$ cat src/rtl/cmsdk_apb3_eg_slave_fifo_reg_pkg.sv
// ----------------------------------------------------------------------------
// cmsdk_apb3_eg_slave_fifo_reg_pkg
//
// Shared definitions for the APB3 example-slave FIFO register block:
//   - byte offsets of every register in the map (DATA, STATUS, CTRL, THRESH,
//     and the optional ID0..ID3 block)
//   - bit positions inside STATUS and CTRL
//   - the constant values returned by the ID registers
//
// The ID registers only exist when CMSDK_APB3_EG_ID_REGS_EN is defined. Their
// offsets and values live here unconditionally so every build sees one map.
// ----------------------------------------------------------------------------
package cmsdk_apb3_eg_slave_fifo_reg_pkg;

    // Register byte offsets (12-bit map)
    localparam logic [11:0] ADDR_DATA   = 12'h000;
    localparam logic [11:0] ADDR_STATUS = 12'h004;
    localparam logic [11:0] ADDR_CTRL   = 12'h008;
    localparam logic [11:0] ADDR_THRESH = 12'h00C;
    localparam logic [11:0] ADDR_ID0    = 12'hFE0;
    localparam logic [11:0] ADDR_ID1    = 12'hFE4;
    localparam logic [11:0] ADDR_ID2    = 12'hFE8;
    localparam logic [11:0] ADDR_ID3    = 12'hFEC;

    // STATUS bit positions
    localparam int STATUS_EMPTY_BIT     = 0;
    localparam int STATUS_FULL_BIT      = 1;
    localparam int STATUS_OVERFLOW_BIT  = 2;
    localparam int STATUS_UNDERFLOW_BIT = 3;
    localparam int STATUS_COUNT_LSB     = 8;

    // CTRL bit positions
    localparam int CTRL_ENABLE_BIT = 0;
    localparam int CTRL_IRQ_EN_BIT = 1;
    localparam int CTRL_FLUSH_BIT  = 2;

    // ID register contents
    localparam logic [31:0] ID0_VALUE = 32'h0000_0080;
    localparam logic [31:0] ID1_VALUE = 32'h0000_00B8;
    localparam logic [31:0] ID2_VALUE = 32'h0000_001B;
    localparam logic [31:0] ID3_VALUE = 32'h0000_0000;

endpackage

$ cat src/rtl/cmsdk_apb3_eg_slave_fifo_reg_sync_fifo.sv
// ----------------------------------------------------------------------------
// cmsdk_apb3_eg_sync_fifo
//
// Single-clock FIFO with push, pop and flush. The head word is presented
// combinationally on rdata. Pointers wrap modulo the depth, and count runs
// 0..DEPTH. A push while full or a pop while empty is ignored here; the
// register block above decides which of those become sticky error flags.
//
// Ports:
//   clk    in   clock
//   rst    in   synchronous active-high reset
//   push   in   write wdata at the tail
//   pop    in   drop the head word
//   flush  in   empty the FIFO this cycle (has priority over push/pop)
//   wdata  in   WIDTH-bit data to push
//   rdata  out  head word (only meaningful when not empty)
//   full   out  count == DEPTH
//   empty  out  count == 0
//   count  out  number of stored words, DEPTH_LOG2+1 bits
// ----------------------------------------------------------------------------
module cmsdk_apb3_eg_sync_fifo #(
    parameter int DEPTH_LOG2 = 3,
    parameter int WIDTH      = 32
) (
    input  logic                  clk,
    input  logic                  rst,
    input  logic                  push,
    input  logic                  pop,
    input  logic                  flush,
    input  logic [WIDTH-1:0]      wdata,
    output logic [WIDTH-1:0]      rdata,
    output logic                  full,
    output logic                  empty,
    output logic [DEPTH_LOG2:0]   count
);

    localparam int DEPTH = 1 << DEPTH_LOG2;

    typedef logic [DEPTH_LOG2-1:0] ptr_t;
    typedef logic [DEPTH_LOG2:0]   cnt_t;

    logic [WIDTH-1:0] mem_q [DEPTH];
    ptr_t wr_ptr_q, wr_ptr_d;
    ptr_t rd_ptr_q, rd_ptr_d;
    cnt_t count_q,  count_d;

    logic push_ok;
    logic pop_ok;

    assign full    = (count_q == cnt_t'(DEPTH));
    assign empty   = (count_q == '0);
    assign count   = count_q;
    assign rdata   = mem_q[rd_ptr_q];
    assign push_ok = push & ~full;
    assign pop_ok  = pop & ~empty;

    always_comb begin
        wr_ptr_d = wr_ptr_q;
        rd_ptr_d = rd_ptr_q;
        count_d  = count_q;
        if (flush) begin
            wr_ptr_d = '0;
            rd_ptr_d = '0;
            count_d  = '0;
        end else begin
            // Pointer overflow is the intended modulo-depth wrap.
            if (push_ok) begin
                wr_ptr_d = wr_ptr_q + ptr_t'(1);
            end
            if (pop_ok) begin
                rd_ptr_d = rd_ptr_q + ptr_t'(1);
            end
            count_d = count_q + cnt_t'(push_ok) - cnt_t'(pop_ok);
        end
    end

    always_ff @(posedge clk) begin
        if (rst) begin
            wr_ptr_q <= '0;
            rd_ptr_q <= '0;
            count_q  <= '0;
        end else begin
            wr_ptr_q <= wr_ptr_d;
            rd_ptr_q <= rd_ptr_d;
            count_q  <= count_d;
        end
    end

    // Storage is not reset; the pointers and count define what is valid.
    always_ff @(posedge clk) begin
        if (push_ok && !flush) begin
            mem_q[wr_ptr_q] <= wdata;
        end
    end

endmodule

$ cat src/rtl/cmsdk_apb3_eg_slave_fifo_reg.sv
// ----------------------------------------------------------------------------
// cmsdk_apb3_eg_slave_fifo_reg
//
// Register block behind the APB3 example slave interface. It exposes a
// software FIFO (DATA), a STATUS word with sticky W1C error flags, a CTRL
// register (enable, irq_en, self-clearing flush), and a THRESH register that
// drives a registered level interrupt.
//
// Optional build macro: CMSDK_APB3_EG_ID_REGS_EN adds read-only ID registers
// at 0xFE0..0xFEC. Without the macro those offsets read 0.
//
// Ports:
//   pclk      in   clock
//   preset    in   synchronous active-high reset
//   addr      in   byte address; addr[1:0] ignored
//   read_en   in   high for the whole APB read (setup + access)
//   write_en  in   single-cycle write strobe
//   wdata     in   32-bit write data
//   rdata     out  registered read data, loaded on the first read_en cycle
//   irq       out  registered level interrupt
// ----------------------------------------------------------------------------
module cmsdk_apb3_eg_slave_fifo_reg
    import cmsdk_apb3_eg_slave_fifo_reg_pkg::*;
#(
    parameter int ADDRWIDTH       = 12,
    parameter int FIFO_DEPTH_LOG2 = 3
) (
    input  logic                 pclk,
    input  logic                 preset,
    input  logic [ADDRWIDTH-1:0] addr,
    input  logic                 read_en,
    input  logic                 write_en,
    input  logic [31:0]          wdata,
    output logic [31:0]          rdata,
    output logic                 irq
);

    typedef logic [ADDRWIDTH-1:0] addr_t;

    logic                     read_en_d_q, read_en_d_d;
    logic [31:0]              rdata_q,     rdata_d;
    logic                     irq_q,       irq_d;
    logic                     enable_q,    enable_d;
    logic                     irq_en_q,    irq_en_d;
    logic [7:0]               thresh_q,    thresh_d;
    logic                     overflow_q,  overflow_d;
    logic                     underflow_q, underflow_d;

    logic                     fifo_push;
    logic                     fifo_pop;
    logic                     fifo_flush;
    logic [31:0]              fifo_rdata;
    logic                     fifo_full;
    logic                     fifo_empty;
    logic [FIFO_DEPTH_LOG2:0] fifo_count;

    addr_t                    word_addr;
    logic                     read_start;
    logic                     sel_data;
    logic                     sel_status;
    logic                     sel_ctrl;
    logic                     sel_thresh;
    logic [31:0]              status_word;
    logic [31:0]              count_ext;
    logic [31:0]              read_value;
    logic                     unused_addr_bits;

    assign unused_addr_bits = &{1'b0, addr[1:0]};

    assign word_addr  = {addr[ADDRWIDTH-1:2], 2'b00};
    assign sel_data   = (word_addr == addr_t'(ADDR_DATA));
    assign sel_status = (word_addr == addr_t'(ADDR_STATUS));
    assign sel_ctrl   = (word_addr == addr_t'(ADDR_CTRL));
    assign sel_thresh = (word_addr == addr_t'(ADDR_THRESH));

    // One pop per APB read: only the rising edge of read_en acts.
    assign read_start = read_en & ~read_en_d_q;

    cmsdk_apb3_eg_sync_fifo #(
        .DEPTH_LOG2 (FIFO_DEPTH_LOG2),
        .WIDTH      (32)
    ) u_fifo (
        .clk   (pclk),
        .rst   (preset),
        .push  (fifo_push),
        .pop   (fifo_pop),
        .flush (fifo_flush),
        .wdata (wdata),
        .rdata (fifo_rdata),
        .full  (fifo_full),
        .empty (fifo_empty),
        .count (fifo_count)
    );

    always_comb begin
        count_ext   = 32'(fifo_count);
        status_word = '0;
        status_word[STATUS_EMPTY_BIT]     = fifo_empty;
        status_word[STATUS_FULL_BIT]      = fifo_full;
        status_word[STATUS_OVERFLOW_BIT]  = overflow_q;
        status_word[STATUS_UNDERFLOW_BIT] = underflow_q;
        status_word[STATUS_COUNT_LSB +: 8] = count_ext[7:0];
    end

    // Read mux; DATA returns 0 when disabled or empty.
    always_comb begin
        read_value = '0;
        if (sel_data) begin
            if (enable_q && !fifo_empty) begin
                read_value = fifo_rdata;
            end
        end else if (sel_status) begin
            read_value = status_word;
        end else if (sel_ctrl) begin
            read_value[CTRL_ENABLE_BIT] = enable_q;
            read_value[CTRL_IRQ_EN_BIT] = irq_en_q;
        end else if (sel_thresh) begin
            read_value[7:0] = thresh_q;
        end
`ifdef CMSDK_APB3_EG_ID_REGS_EN
        else if (word_addr == addr_t'(ADDR_ID0)) begin
            read_value = ID0_VALUE;
        end else if (word_addr == addr_t'(ADDR_ID1)) begin
            read_value = ID1_VALUE;
        end else if (word_addr == addr_t'(ADDR_ID2)) begin
            read_value = ID2_VALUE;
        end else if (word_addr == addr_t'(ADDR_ID3)) begin
            read_value = ID3_VALUE;
        end
`endif
    end

    always_comb begin
        read_en_d_d = read_en;
        rdata_d     = rdata_q;
        enable_d    = enable_q;
        irq_en_d    = irq_en_q;
        thresh_d    = thresh_q;
        overflow_d  = overflow_q;
        underflow_d = underflow_q;
        fifo_push   = 1'b0;
        fifo_pop    = 1'b0;
        fifo_flush  = 1'b0;

        if (read_start) begin
            rdata_d = read_value;
            if (sel_data && enable_q) begin
                if (fifo_empty) begin
                    underflow_d = 1'b1;
                end else begin
                    fifo_pop = 1'b1;
                end
            end
        end

        if (write_en) begin
            if (sel_data) begin
                if (enable_q) begin
                    if (fifo_full) begin
                        overflow_d = 1'b1;
                    end else begin
                        fifo_push = 1'b1;
                    end
                end
            end else if (sel_status) begin
                if (wdata[STATUS_OVERFLOW_BIT]) begin
                    overflow_d = 1'b0;
                end
                if (wdata[STATUS_UNDERFLOW_BIT]) begin
                    underflow_d = 1'b0;
                end
            end else if (sel_ctrl) begin
                enable_d   = wdata[CTRL_ENABLE_BIT];
                irq_en_d   = wdata[CTRL_IRQ_EN_BIT];
                fifo_flush = wdata[CTRL_FLUSH_BIT];
            end else if (sel_thresh) begin
                thresh_d = wdata[7:0];
            end
        end

        // A threshold above the depth can never be met because count <= depth.
        irq_d = irq_en_q && (thresh_q != 8'd0) &&
                ({1'b0, count_ext[8:0]} >= {2'b00, thresh_q});
    end

    always_ff @(posedge pclk) begin
        if (preset) begin
            read_en_d_q <= 1'b0;
            rdata_q     <= '0;
            irq_q       <= 1'b0;
            enable_q    <= 1'b0;
            irq_en_q    <= 1'b0;
            thresh_q    <= '0;
            overflow_q  <= 1'b0;
            underflow_q <= 1'b0;
        end else begin
            read_en_d_q <= read_en_d_d;
            rdata_q     <= rdata_d;
            irq_q       <= irq_d;
            enable_q    <= enable_d;
            irq_en_q    <= irq_en_d;
            thresh_q    <= thresh_d;
            overflow_q  <= overflow_d;
            underflow_q <= underflow_d;
        end
    end

    assign rdata = rdata_q;
    assign irq   = irq_q;

endmodule

$ cat config.mk
export PLATFORM = sky130hd
export DESIGN_NAME = cmsdk_apb3_eg_slave_fifo_reg
export DESIGN_NICKNAME = d
export VERILOG_FILES = /design/src/rtl/cmsdk_apb3_eg_slave_fifo_reg_pkg.sv /design/src/rtl/cmsdk_apb3_eg_slave_fifo_reg_sync_fifo.sv /design/src/rtl/cmsdk_apb3_eg_slave_fifo_reg.sv
export SDC_FILE = /design/constraint.sdc
export NUM_CORES = 1
export LEC_CHECK = 0
export ABC_AREA = 1
export CELL_PAD_IN_SITES_DETAIL_PLACEMENT = 0
export CELL_PAD_IN_SITES_GLOBAL_PLACEMENT = 1
export CORE_MARGIN = 2
export CORE_UTILIZATION = 40
export CTS_CLUSTER_SIZE = 40
export DETAILED_ROUTE_END_ITERATION = 10
export HOLD_SLACK_MARGIN = 0.05
export PLACE_DENSITY_LB_ADDON = 0.25
export SLEW_MARGIN = 10
export SYNTH_ARGS = -nofsm -noshare
export SYNTH_HDL_FRONTEND = slang
export SYNTH_SLANG_ARGS = --single-unit
$ cat constraint.sdc
create_clock -name pclk -period 4.8 [get_ports pclk]
set_input_delay 0.48 -clock pclk [delete_from_list [all_inputs] [get_ports pclk]]
set_output_delay 0.48 -clock pclk [all_outputs]
set_load 0.1 [all_outputs]
==> impl_results.md, run 1 <==
- Crit path kind: reg -> reg
- Count leader, synth: nand2_1
- Hold Slack: 0.4611 ns
- Number of core rows: 68
- Clk_skew: 0.02265 ns
- Crit path max fanout: 61
- CTS Hold Bufs: 0
- Antenna Nets Post-Route: 0
- Total routed wirelength: 32.31 mm
- Die W: 190.1 um
- Ratio of cells with drive above 1 in the final layout: 0.07806
- Top cells by count, synth: 452 x nand2_1, 271 x inv_1, 256 x edfxtp_1
- Library cells used by synthesis: 33
- Yosys reg bits: 315
- I/O pin cnt: 81
- Critical Path Start Type: flop
- Final hold viol count: 0
- CP required: 5.23 ns
- Syn_nets: 1508
- Final setup TNS: 0 ns
- Clock tree from TritonCTS: yes
- Worst endpoint data arrival time: 3.61 ns
- Worst setup margin: 1.620 ns
- Synthesized area per cell: 9.578 um^2
- RSZ-0062 raised after global routing: false
- First-pass GRT wire length: 49.87 mm
- Die ar.: 36150 um^2
- Synth top area share: 0.5547
- Sequential fraction of the synthesis area: 0.6399
- Num CTS Buffers: 37
- Status: finished clean
- Final setup fails: 0
- Top post-synthesis cells by area: edfxtp_1 55%, nand2_1 12%, dfxtp_1 8.5%
- Placed instance area: 15090 um^2
- Placed Cells: 1938
- Synth Instances: 1447
- Antenna violations before repair: 0
- First DRT Iteration DRCs: 490
- DRC: 0
- Hold/Removal Path Class: reg -> reg
- Via count: 9322
- Core area: 34370 um^2
- Slew margin rel.: 0.3002
- HPWL after detailed placement: 17.32 mm
- CTS Sinks: 315
- Clk buf depth: 3
- Max Freq: 314.5 MHz
- Setup Fix Bufs, Post-CTS: 0
- Starting Density: 0.4032
- Non-Filler Instances: 2005
- Netlist Area Pre-Place: 13860 um^2
- Largest net degree at the start of global routing: 71
- Remaining Overflow, GRT: 0
- EDFF count, synth: 256
- Insertion delay to the later sink of the worst-skew pair: 0.52 ns
- Die Ht: 190.1 um
- Clk slew on worst S/H paths: 0.06 ns
- Total GRT Usage: 0.1814
- Maximum VDD drop: 0.0002679 V
- Cts repair resizes: 0
- Crit path time final: 3.180 ns
- DRT Pass-1 Iters: 5
- GP Congestion: 0.7825
- Antenna Cells: 0
- LEAKAGE: 0.006762 uW
- Vias in the first global route: 8887
- Fin nets: 1583
- Area Growth Syn to Fin: 17.08%
- Internal reg-to-reg setup slack: 1.62 ns
- Slew Limit Fails: 0
- H-tree Lvls: 2
- Routed len/inst: 16.11 um
- Finished Cell Area: 16230 um^2
- Setup WS pre-CTS: 1.572 ns
- # fillers: 3197
- CTS root buf: clkbuf_16
- PwrDens: 352.0 nW/um^2
- Worst Tran Pin Value: 1.043 ns
- Routed vias/inst: 4.649
- Post-synth top flop: edfxtp_1
- Area leader, netlist: edfxtp_1
- Critical path capture point type: flop
- Port Buf Inserts: 78
- Crit share post-route: 0.6624
- YS warnings: 0
- FFs w/ async S/R, synth: 0
- Max Cap Viol: 0
[metal layers]
metal  part of all wire  routed length (um)  track usage
met1               0.45               14530       0.2369
met2               0.49               15800       0.3158
met3              0.037                1181      0.02214
met4              0.024                 787      0.05546
met5                  0                   0            0
[layout by cell type (no fill, tap or decap), drive strengths merged]
master	n
o21ai	43
clkbuf	51
buf	24
a21oi	53
a211oi	1
nand3b	1
clkinv	13
edfxtp	256
or2	1
bufinv	2
nor2	49
nor4	1
clkdlybuf4s50	77
nand4	8
clkinvlp	1
dfxtp	59
xor2	2
nor3b	1
inv	273
fa	1
ha	12
nand3	155
nor3	9
nand2	457
[cell type report]
cell class / instances / area (um^2) / area share
timing repair buffer: 101 / 948.4 / 0.05845
clock inverter: 16 / 135.1 / 0.008328
clock buffer: 51 / 998.5 / 0.06153
sequential: 315 / 8874 / 0.5468
multi-input combinational: 794 / 3675 / 0.2265
tap: 455 / 569.3 / 0.03508
inverter: 273 / 1027 / 0.06331
[power by group]
part           internal [uW]  total (uW)  switching [uW]
logic                   44.6         140            95.7
registers               2950        2950            1.97
clock network           1560        2620            1050
total                   4560        5710            1150
[registers in the layout, summed over array words and instances (netlist names), named ones only]
signal	cells
irq_en_q	1
underflow_q	1
read_en_d_q	1
u_fifo.mem_q	256
u_fifo.count	4
rdata	32
u_fifo.wr_ptr_q	3
overflow_q	1
irq	1
u_fifo.rd_ptr_q	3
thresh_q	8
enable_q	1
[through the flow]
step	util	total power (uW)
2_1_floorplan	-	3063
3_3_place_gp	0.4391	3150
3_5_place_dp	0.4391	3152
5_1_grt	0.4721	5899
6_report	0.4721	5711
4_1_cts	0.4721	5775
[critical path, stage by stage (launching register included)]
cell and delay (ns):
dfxtp_4 0.83, clkinv_2 0.94, buf_4 0.57, nand2_1 0.10, nand3_1 0.07, nand2_1 0.11, nand2_1 0.05, nand2_1 0.13
nand3_1 0.11, a21oi_1 0.15
[kinds of logic (layout without fill, tap and decap cells)]
group | count (synthesis) | after routing | share of synthesized area
adder cells (fa/ha/maj) | 13 | 13 | 0.01228
flip-flops | 315 | 315 | 0.6399
AO/OA/AOI/OAI | 97 | 97 | 0.03792
AND/OR/NAND/NOR | 682 | 682 | 0.2104
buffers and inverters | 338 | 441 | 0.09822
XOR/XNOR | 2 | 2 | 0.001264
[worst paths after layout]
check / from / end / cells past startpoint
worst min-delay path: rdata[26] / rdata[26] / 2
worst max-delay path: flop / rdata[4] / 9
worst min register to register: rdata[26] / rdata[26] / 2
worst max register to register: flop / rdata[4] / 9
Power figures use the tool's default switching activity.
==> run 2: changes to the inputs <==
Clock period 4.8 ns to 2.9 ns, I/O delays scaled along.
==> impl_results.md, run 2 (synthesized netlist as in run 1, its figures left out) <==
- CTS Hold Bufs: 0
- Met3 wire len: 1.205 mm
- Worst endpoint data arrival time: 2.96 ns
- Cts repair resizes: 0
- Slew Limit Fails: 0
- Critical path capture point type: flop
- Clk_skew: 0.01455 ns
- Final setup TNS: 0 ns
- Die Ht: 190.1 um
- RSZ-0062 raised after global routing: false
- Maximum VDD drop: 0.0003745 V
- Routed len/inst: 16.35 um
- Hold/Removal Path Class: in -> reg
- Met2 routed WL: 15.92 mm
- First DRT Iteration DRCs: 478
- Clock tree from TritonCTS: yes
- # fillers: 3213
- Total routed wirelength: 32.84 mm
- Remaining Overflow, GRT: 0
- Insertion delay to the later sink of the worst-skew pair: 0.51 ns
- Register name with the most flops: u_fifo.mem_q
- Crit path max fanout: 6
- Core area: 34370 um^2
- Post-layout power: 9806 uW
- Area Growth Syn to Fin: 18.62%
- Antenna Cells: 0
- Number of core rows: 68
- Max Freq: 391.4 MHz
- Final hold viol count: 0
- Antenna Nets Post-Route: 0
- PwrDens: 596.4 nW/um^2
- Vias in the first global route: 9054
- Ratio of cells with drive above 1 in the final layout: 0.1050
- Clk buf depth: 3
- Slew margin rel.: 0.3832
- Setup crit start: u_fifo.count[2]
- Total GRT Usage: 0.1843
- DRC: 0
- Hold Startpoint: preset
- Commonest non-fill, non-tap cell in the layout: nand2_1
- Max reg flops: 256
- Die W: 190.1 um
- Via count: 9383
- Commonest cells after routing, fill and taps aside: 452 x nand2_1, 271 x inv_1, 256 x edfxtp_1
- Antenna violations before repair: 0
- Internal reg-to-reg setup slack: 0.35 ns
- Fin util: 0.4783
- I/O pin cnt: 81
- Port Buf Inserts: 78
- DRT Pass-1 Iters: 4
- CTS Sinks: 315
- Crit share post-route: 0.8809
- GP Congestion: 0.7659
- Setup WS pre-CTS: 0.1841 ns
- Crit path time final: 2.555 ns
- CTS root buf: clkbuf_16
- HPWL after detailed placement: 17.88 mm
- Largest net degree at the start of global routing: 129
- Worst Tran Pin Value: 0.9252 ns
- Fin nets: 1586
- R2R Path End: u_fifo.count[2]
- FF-to-FF Start: u_fifo.count[2]
- Worst-case reg-to-reg path depth: 12
- Non-Filler Instances: 2008
- Placed Cells: 1942
- LEAKAGE: 0.006945 uW
- Hold depth: 4
- CP required: 3.30 ns
- Hold Path End: rdata[5]
- Max Cap Viol: 0
- Setup Fix Bufs, Post-CTS: 0
- Num CTS Buffers: 36
- Met1 wire length: 14.98 mm
- Status: finished clean
- Die ar.: 36150 um^2
- Crit path kind: reg -> reg
- Clk slew on worst S/H paths: 0.06 ns
- H-tree Lvls: 2
- Routed vias/inst: 4.673
- Top sig layer: met4
- Final setup fails: 0
- First-pass GRT wire length: 51.03 mm
- Critical Path Start Type: flop
- Starting Density: 0.4032
- Worst setup margin: 0.3453 ns
[run 2: cell types whose count changed in the layout (fill, tap and decap cells not counted), moves of 2 or more]
cell and change:
bufinv_16 +3, clkbuf_8 +2, clkdlybuf4s50_1 -33, clkbuf_1 -8, buf_4 +24, buf_12 +13
[run 2: per-layer routing]
metal  up-vias  track usage
li1       4764            -
met1      4416       0.2464
met2       161       0.3154
met3        42      0.02361
met4         0      0.05188
met5         -            0
[run 2: where the power goes]
part	internal [uW]	total, uW	leakage [uW]	switching, uW
Clock	2890	4680	0.000605	1800
Combinational	74.8	235	0.00356	160
Sequential	4880	4890	0.00278	3.26
Total	7850	9810	0.00694	1960
[run 2: through the flow]
| step | hold WS (ns) | cell area, um^2 |
|---|---|---|
| 6_report | 0.3010 | 16440 |
| 5_1_grt | 0.3511 | 16440 |
| 4_1_cts | 0.2850 | 16440 |
| 3_5_place_dp | 0.4546 | 15210 |
| 3_3_place_gp | 0.4529 | 15210 |
| 2_1_floorplan | 0.3889 | 13860 |
[run 2: worst max path at each step]
stage	end	slack [ns]	cells after the start
floorplan	u_fifo.mem_q[2][0]	-0.83	7
global placement	u_fifo.count[2]	0.23	13
detailed placement	u_fifo.count[2]	0.18	13
CTS	u_fifo.count[2]	0.39	12
global route	u_fifo.count[2]	0.15	12
finish	u_fifo.count[2]	0.35	12
[run 2: critical path, stage by stage (launching register included)]
cell and delay (ns):
dfxtp_1 0.37, inv_1 0.09, ha_1 0.20, nand3_1 0.20, inv_1 0.15, nor3_1 0.30, ha_1 0.28, inv_1 0.06
ha_1 0.17, inv_1 0.06, fa_1 0.37, xor2_1 0.15, nor2_1 0.06
[run 2: final cells by class]
cell class                      instances  area, um^2  area share
Timing Repair Buffer                  105        1059     0.06438
Sequential cell                       315        8874      0.5397
Inverter                              273        1026     0.06240
Clock inverter                         21       236.5     0.01438
Tap cell                              455       569.3     0.03463
Multi-Input combinational cell        794        3681      0.2239
Clock buffer                           45       996.0     0.06058
